===== config.mk =====
export PLATFORM = sky130hd
export DESIGN_NAME = stream_demux
export DESIGN_NICKNAME = d
export VERILOG_FILES = /design/src/rtl/stream_demux.sv
export SDC_FILE = /design/constraint.sdc
export NUM_CORES = 1
export LEC_CHECK = 0
export CORE_MARGIN = 2
export CORE_UTILIZATION = 44
export DETAILED_ROUTE_END_ITERATION = 8
export GPL_TIMING_DRIVEN = 0
export PLACE_DENSITY = 0.84
export SETUP_SLACK_MARGIN = 0.02
export SLEW_MARGIN = 20
export SYNTH_ARGS = -nofsm -noshare
export SYNTH_HDL_FRONTEND = slang
export SYNTH_SLANG_ARGS = --single-unit

===== constraint.sdc =====
create_clock -name clk -period 2.2 [get_ports clk]
set_input_delay 0.44 -clock clk [delete_from_list [all_inputs] [get_ports clk]]
set_output_delay 0.44 -clock clk [all_outputs]
set_load 0.1 [all_outputs]

===== src/rtl/stream_demux.sv =====
`default_nettype none
// ============================================================================
// Module      : stream_demux
// Description : 1-to-CHANNELS valid/ready stream demultiplexer. Each output
//               channel owns a single registered slot (valid + data). Words
//               are steered by in_sel; out-of-range selects are accepted,
//               discarded and counted in a saturating drop counter.
//               Optional broadcast mode enabled by STREAM_DEMUX_BCAST_EN:
//               an in_bcast word is written to every slot at once.
// Revision    : 1.0 - initial release
// ============================================================================
module stream_demux #(
  parameter int WIDTH    = 4,
  parameter int CHANNELS = 4,
  parameter int SEL_W    = $clog2(CHANNELS),
  parameter int CNT_W    = 8
) (
  input  logic                      clk,
  input  logic                      rst,
  input  logic                      in_valid,
  output logic                      in_ready,
  input  logic [WIDTH-1:0]          in_data,
  input  logic [SEL_W-1:0]          in_sel,
  output logic [CHANNELS-1:0]       out_valid,
  input  logic [CHANNELS-1:0]       out_ready,
  output logic [CHANNELS*WIDTH-1:0] out_data,
  output logic [CNT_W-1:0]          drop_cnt
`ifdef STREAM_DEMUX_BCAST_EN
  ,
  input  logic                      in_bcast
`endif
);

  // One extra bit so the range compare also works when CHANNELS is a power of 2.
  localparam logic [SEL_W:0]   c_chan_lim = (SEL_W + 1)'(CHANNELS);
  localparam logic [CNT_W-1:0] c_cnt_max  = '1;

  logic [CHANNELS-1:0]       r_valid;
  logic [CHANNELS*WIDTH-1:0] r_data;
  logic [CNT_W-1:0]          r_drop;

  logic [CHANNELS-1:0] w_free;
  logic [CHANNELS-1:0] w_load;
  logic                w_in_range;
  logic                w_sel_free;
  logic                w_ready;
  logic                w_hs;
  logic                w_drop;
`ifdef STREAM_DEMUX_BCAST_EN
  logic                w_all_free;
`endif

  // Slot availability and selected-channel lookup (independent of in_data/in_valid).
  always_comb begin
    w_free     = ~r_valid | out_ready;
    w_in_range = ({1'b0, in_sel} < c_chan_lim);
    w_sel_free = 1'b0;
    for (int k = 0; k < CHANNELS; k++) begin
      if (in_sel == SEL_W'(k)) begin
        w_sel_free = w_free[k];
      end
    end
`ifdef STREAM_DEMUX_BCAST_EN
    w_all_free = &w_free;
`endif
  end

  // Input acceptance: forced low in reset; out-of-range words are always taken.
  always_comb begin
    w_ready = 1'b0;
    if (!rst) begin
      if (w_in_range) begin
        w_ready = w_sel_free;
      end else begin
        w_ready = 1'b1;
      end
`ifdef STREAM_DEMUX_BCAST_EN
      if (in_bcast) begin
        w_ready = w_all_free;
      end
`endif
    end
  end

  // Per-channel load strobes and drop event for the current handshake.
  always_comb begin
    w_hs   = in_valid & w_ready;
    w_load = '0;
    w_drop = w_hs & ~w_in_range;
    for (int k = 0; k < CHANNELS; k++) begin
      w_load[k] = w_hs & w_in_range & (in_sel == SEL_W'(k));
    end
`ifdef STREAM_DEMUX_BCAST_EN
    if (in_bcast) begin
      w_load = {CHANNELS{w_hs}};
      w_drop = 1'b0;
    end
`endif
  end

  // Slot registers: a load takes priority over a drain; a drain keeps the data.
  always_ff @(posedge clk) begin
    if (rst) begin
      r_valid <= '0;
      r_data  <= '0;
    end else begin
      for (int k = 0; k < CHANNELS; k++) begin
        if (w_load[k]) begin
          r_valid[k]                <= 1'b1;
          r_data[k*WIDTH +: WIDTH]  <= in_data;
        end else if (r_valid[k] && out_ready[k]) begin
          r_valid[k]                <= 1'b0;
        end
      end
    end
  end

  // Saturating count of words discarded for an out-of-range select.
  always_ff @(posedge clk) begin
    if (rst) begin
      r_drop <= '0;
    end else if (w_drop && (r_drop != c_cnt_max)) begin
      r_drop <= r_drop + 1'b1;
    end
  end

  assign in_ready  = w_ready;
  assign out_valid = r_valid;
  assign out_data  = r_data;
  assign drop_cnt  = r_drop;

endmodule
`default_nettype wire


# After elaboration in Yosys (flattened, before gate mapping)
# Cells that the tools add are included.
dict set report word_totals {
  wordCells 40
  output_inout_bits 29
  register_bits 20
  input_bits 13
}
dict set report op_classes {
  n_eq_ne 3
  bitwise 7
  mux 13
  reduce_logical 9
}
# op count
set ops {}
lappend ops {{$mux 1} 13}
lappend ops {{$reduce_bool 2->1} 4}
lappend ops {{$and 1x1->1} 5}
lappend ops {{$eq 2x2->1 const B} 2}
lappend ops {{$logic_and 1x1->1} 4}
lappend ops {{$not 4->4} 1}
lappend ops {{$or 4x4->4} 1}
lappend ops {{$eq 2x1->1 const B} 1}
lappend ops {{$logic_not 2->1} 1}

# Logic depth before layout (Yosys ltp)
dict set report depth {
  ltp_word 10
  ltp_mapped 5
  mapped_depth_nobuf 3
}

# Worst setup path before layout
# No wires, ideal clock.
dict set report synth_path {
  path_type {reg2out}
  from {register r_valid[3] (netlist: out_valid[3])}
  to {output port in_ready}
  stages_incl_launch_ff 4
  n_path_buf 0
  t_required_ps 1760
  path_slack_ps -927
  arrival_time_ps 2687
  cell_sequence {dfxtp_1 > nor2b_1 > mux4_2 > nor2_1}
}
dict set report synth_via {
  elab_chain_cells 4
}
# item line_no
set synth_rtl {}
lappend synth_rtl {{start: declaration} 38} ;# logic [CHANNELS-1:0] r_valid;
lappend synth_rtl {{start signal: assignment} 104} ;# r_valid <= '0;
lappend synth_rtl {{start signal: indexed assignment} 109} ;# r_valid[k] <= 1'b1;
lappend synth_rtl {{start signal: indexed assignment} 112} ;# r_valid[k] <= 1'b0;
lappend synth_rtl {{$not 4->4} 55} ;# w_free = ~r_valid | out_ready;
lappend synth_rtl {{$or 4x4->4} 55}
lappend synth_rtl {{$mux 1} 59} ;# if (in_sel == SEL_W'(k)) begin
lappend synth_rtl {{$mux 1} 71} ;# if (!rst) begin
lappend synth_rtl {{end: declaration} 21} ;# output logic in_ready,
# Every way passes these cells.

# Worst setup path in the final report
dict set report layout_path {
  from {register r_valid[1] (netlist: out_valid[1])}
  to {output port in_ready}
}
dict set report layout_via {
  elab_chain_cells 6
}
# item line_no
set layout_rtl {}
lappend layout_rtl {{$not 4->4} 55}
lappend layout_rtl {{$or 4x4->4} 55}
lappend layout_rtl {{$mux 1 (3 in series)} 59}
lappend layout_rtl {{$mux 1} 71}
# Every way passes these cells.

==> results.md <==
- Status: complete, no violations
- Synthesis-to-finish area growth: 45.8%
- Die area: 2550 sq um
- Worst EP required: 1.76 ns
- Fin Clk Skew: 0.00320 ns
- Initial antenna violation count: 0
- Yosys reg bits: 20
- Synth Warn #: 0
- PD cells: 665 nW/um^2
- Die span in y: 50.5 microns
- Post-synthesis sequential area ratio: a little over two fifths
- Clk_lat worst skew: 0.30 ns
- Int Pwr: 0.000612 W
- R2R depth: 3
- Combinational power share: between 20% and 30%
- Asr flop ratio synth: 0%
- Share of layout cells above drive strength 1: 20.5%
- Core ar.: 2000 sq um
- Finished Core Util: between 60 and 70%
- Num ports: 42
- Largest net degree at the start of global routing: 13
- Post-synth EDFFs: 0
- Clock slew at reported path FFs: ~0.12 ns
- Synthesized area per cell: 9.14 sq um
- Clock power frac: 32.4%
- Routability congestion estimate: 0.861
- Leakage: 0.646 nW
- First-pass GRT wire length: 4.13 mm
- Worst hold stages: 2
- Post-DP HPWL: 1.82 mm
- Max transition margin: 35.7%
- Mapped Cells: 104
- Vias per std cell: 5.53
- Drt drc: 0
- Num rows: 16
- H-tree depth: 1
- Clk buf depth: 2
- Fin crit period: 2.11 ns
- Max-cap violations: 0
- Most used DFF post-synth: dfxtp_1
- Total congestion overflow: 0
- Setup violations, final: 0
- Tot Pwr: 0.000921 W
- Antenna diodes: 0
- Largest cells by area after synthesis: dfxtp_1, a21oi_1, buf_4, o31ai_1, nand4_1
- Die Width: approximately 50 microns
- Peak supply drop: around 0.00040 V
- Sw frac: ~34%
- CTS tree: built
- RSZ-0062 raised after global routing: false
- Share of the synthesized area in the top cell type: 42.1%
- DRT iter0 DRCs: 12
- Via count: 956
- Final hold vios: 0
- Max Fclk: 475 MHz
- Synth cell types: 25
- CTS Buf Count: 3
- Port-buffer cells: 31
- Area leader, netlist: dfxtp_1
- Pre-antenna DRT Iters: 4
- Ranking of synthesized cells by instance count: dfxtp_1, a21oi_1, buf_4, nand4_1, o31ai_1
- Worst-margin pin slew: 0.968 ns
- Reg2Reg Setup Slack: roughly 1.1 ns
- Cell Area, Synth: 951 sq um
- Psw: 0.000309 W
- Vias in the first global route: 873
- CP endpoint kind: output port
- TNS Setup: 0 ns
- Gr usage total: 21.5%
- Worst Path Max Fanout: 6
- Num Clock Sinks: 20
- Final WL: ~2.5 mm
- Antenna viol nets, final: 0
- Worst Hold Class: in2reg
- Worst EP arrival: 1.67 ns
- Number of slew-limit violations in the final report: 0
- Most common cell in the netlist: dfxtp_1
- Clock Tree Root: clkbuf_4
- Fill cell count: 169
- DR WL/cell: 14.4 microns
- Initial core utilization: between 40% and 50%
- CP Launch Type: flop
- # nets final: 160
- Seq pwr share: 41.0%
- Fin crit share: 95.7%
- Crit Path Class: reg2out
## power by group through the flow
stage	combinational (W)	clock (W)	sequential [W]
2_1_floorplan	0.000120	0	0.000458
3_3_place_gp	0.000245	0	0.000385
3_5_place_dp	0.000247	0	0.000386
4_1_cts	0.000245	0.000303	0.000378
5_1_grt	0.000254	0.000321	0.000379
6_report	0.000245	0.000299	0.000378
## state kept, by name (all words and copies together), names as in the netlist
register,cells
out_data,16
out_valid,4
## critical path, stage by stage (launching register included)
cell and delay (ns):
dfxtp_2 0.35, nor2b_2 0.19, mux4_2 0.49, nor2_4 0.15
buf_12 0.19
## worst paths after layout
| path | end | from |
|---|---|---|
| max reg2reg | out_data[8] | out_valid[2] |
| min | out_valid[2] | rst |
| min reg2reg | out_data[13] | out_data[13] |
| max | in_ready | out_valid[1] |
## metrics by stage
step           worst slack (ns)  hold WS (ns)  std cells  area, sq um
5_1_grt                  0.0413         0.295        173         1390
2_1_floorplan            0.0268         0.587        111          990
4_1_cts                 -0.0504         0.308        173         1380
3_3_place_gp              -1.00         0.455        169         1330
3_5_place_dp              -1.03         0.468        169         1330
6_report                 0.0947         0.311        173         1390
## repair_timing
action                                  CTS  global route
resized for setup                        35             3
pin swaps                                 1             1
endpoints found under the setup margin   21             1
hold buffers                              0             0
buffers inserted                          0             0
## cell usage in the layout (no fill, tap or decap), types with 4 or more instances in the layout
cell type and n:
a21oi_1 12, buf_4 8, clkdlybuf4s50_1 5, conb_1 8, dfxtp_1 16, dfxtp_2 4, dlygate4sd2_1 22, inv_1 6
nand2b_1 4, nand4_1 8, nor2b_2 4, o21ai_0 4, o21ai_1 4, o311ai_0 4, o31ai_1 8
## logic make-up (layout without fill, tap and decap cells)
kind of cell | Yosys count | in the layout | synth area share (%)
AOI/OAI and AO/OA | 36 | 36 | 25.0
and+or+nand+nor | 25 | 25 | 16.7
buffers and inverters | 21 | 56 | 13.4
DFF | 20 | 20 | 42.1
other | 1 | 8 | 0.394
muxes | 1 | 1 | 2.37
## layer usage
metal	wire, microns	GRT usage (%)	vias up
li1	-	-	460
met1	1030	25.8	442
met2	1230	38.2	49
met3	184	2.68	5
met4	48	9.46	0
met5	0	0	-
## area by class of cell
class	instances	area, sq um	area share [%]
buffer	15	105	7.58
clock buffer	3	22.5	1.62
clock inverter	1	30.0	2.17
inverter	6	22.5	1.62
multi-input combinational	70	467	33.7
sequential	20	405	29.2
tap	27	33.8	2.44
timing repair buffer	31	300	21.7
Note: power is estimated with default switching activity, not from simulation.
==> variant, RTL diff (config.mk and constraints unchanged) <==
The option `STREAM_DEMUX_BCAST_EN` is turned on by a define.
--- a/src/rtl/stream_demux.sv
+++ b/src/rtl/stream_demux.sv
@@ -9,6 +9,8 @@
 //               an in_bcast word is written to every slot at once.
 // Revision    : 1.0 - initial release
 // ============================================================================
+`define STREAM_DEMUX_BCAST_EN
+
 module stream_demux #(
   parameter int WIDTH    = 4,
   parameter int CHANNELS = 4,
Ports: changed (added in_bcast); port bits go from 42 to 43. The function was not compared with the original's and may differ.
==> variant against the unedited design <==
  * Routed wire length is 0.16% higher
  * Area after synthesis grew 3.8%
  * Total power up 8.4%
  * Critical path depth increased by 3
  * Cell area rose by 11%
  * Cell count increased by 13%
  * Combinational power rose by 45%
  * Sequential cell count unchanged
  * Synthesized cell count rose by 13%
  * Setup slack better by 0.031 ns
  * Critical endpoint unchanged
  * Largest power group unchanged
  * Highest routed layer unchanged
==> variant: results (changes against the unedited design) <==
| Metric | Value |
|---|---|
| Outcome | complete, no violations |
| Filler cell count | 180 (+6.5%) |
| Pwr dens | 651 nW/um^2 (-2.1%) |
| Worst min-delay path class | input pin to register |
| Pre-CTS setup slack | -1.19 ns (-0.166 ns) |
| Routability Congestion | 0.818 (-5.0%) |
| Worst path max stage delay | 0.30 ns (-0.19 ns) |
| Vias in the first global route | 916 (+4.9%) |
| # DRC | 0 (unchanged) |
| Worst slew margin | 35.8% (about the same) |
| Syn Inst Count | 118 (+13%) |
| PortBufs | 34 (+9.7%) |
| GRT overflow | 0 (unchanged) |
| Inst Count DP | 187 (+11%) |
| Final #Nets | 183 (+14%) |
| Net switching share of the total power | 39.2% (+5.7 points) |
| Crit-path slowest cell | dlygate4sd2_1 |
| Worst IR drop on VDD | 0.000465 V (+16%) |
| Global Route Usage Sum | 20.5% (-0.98 points) |
| Sequential element share of the synthesized area | 40.6% (-1.5 points) |
| Synth area leaders | dfxtp_1 (41%), a21oi_1 (9.1%), buf_4 (6.8%) |
| Largest net degree at the start of global routing | 13 (unchanged) |
| Vias | 1,012 (+5.9%) |
| Comb power frac | 35.5% (+8.9 points) |
| Antenna violations before repair | 0 (unchanged) |
| Post-synth cell types | 28 (+12%) |
| Synth cell count leaders | dfxtp_1 (20), a21oi_1 (18), nand3_1 (13) |
| Syn. warnings | 0 (unchanged) |
| Post-DP Area | 1450 sq um (+8.4%) |
| Pleak | 0.720 nW (+11%) |
| Clk pwr | 0.000260 W (-13%) |
| Layout cell share with drive strength beyond 1 | 23.2% (+2.7 points) |
| Clock Path Buffers | 2 (unchanged) |
| Worst path arrival time | 1.63 ns (-0.04 ns) |
| Iter 0 DRT Violations | 24 (+12) |
| Worst Path Max Fanout | 7 (+1) |
| Sw power | 0.000392 W (+27%) |
| Total wire length | 2.50 mm (+0.16%) |
| TritonRoute pass-1 iters | 4 (unchanged) |
| Finished Layout Cells | 196 (+13%) |
| First-pass GRT wire length | 4.05 mm (-2.0%) |
| Max reg flops | 16 (unchanged) |
| Ant. Diodes | 0 (unchanged) |
| Top_reg_cell synth | dfxtp_1 |
| Skew final | 0.00341 ns (+0.000209 ns) |
| CTS clock-pin slew for the worst setup and hold paths | 0.12 ns (about the same) |
| DP HPWL | 1.87 mm (+2.4%) |
-- variant: logic make-up (layout without fill, tap and decap cells) --
group	after synthesis	after routing	share of synthesized area, %
buffers and inverters	15	58	9.88
and+or+nand+nor	41	41	24.6
other	1	8	0.380
muxes	4	4	4.06
AOI/OAI and AO/OA	37	37	20.5
DFF	20	20	40.6
-- variant: worst paths after layout --
| kind | startpoint | to | slack, ns | cells past startpoint |
|---|---|---|---|---|
| worst min-delay path | out_ready[3] | out_valid[3] | 0.44 | 3 |
| worst min register to register | out_data[0] | out_data[0] | 0.48 | 2 |
| worst max register to register | out_valid[2] | out_data[14] | 0.31 | 6 |
| worst max-delay path | in_bcast | in_ready | 0.13 | 7 |
-- variant: metal layers --
layer  wire (um)  global-route usage [%]  up-vias  share of wire (%)
met5           0                       0        -                  0
met4          30                    7.89        0                1.2
met3         153                    2.63        4                6.1
met2        1260                    34.8       41                 51
met1        1050                    26.3      462                 42
li1            -                       -      505                  -
-- variant: repair_timing --
item / in CTS / in global routing
buffers inserted: 2 / 3
setup endpoints to repair: 21 / 1
resized for setup: 35 / 9
pin swaps: 3 / 5
-- variant: area by class of cell --
| class | count | share of cell area [%] |
|---|---|---|
| inverters | 1 | 0.244 |
| flip-flops and latches | 20 | 26.9 |
| clock buffers | 4 | 3.10 |
| well taps | 28 | 2.28 |
| repair buffers | 39 | 23.8 |
| multi-input cells | 90 | 36.9 |
| plain buffers | 14 | 6.76 |
-- variant: worst max-delay path: cells and delay by family --
kind                   cells  cell delay [ns]
buffers and inverters      3             0.65
and+or+nand+nor            3             0.36
AOI/OAI and AO/OA          1             0.19
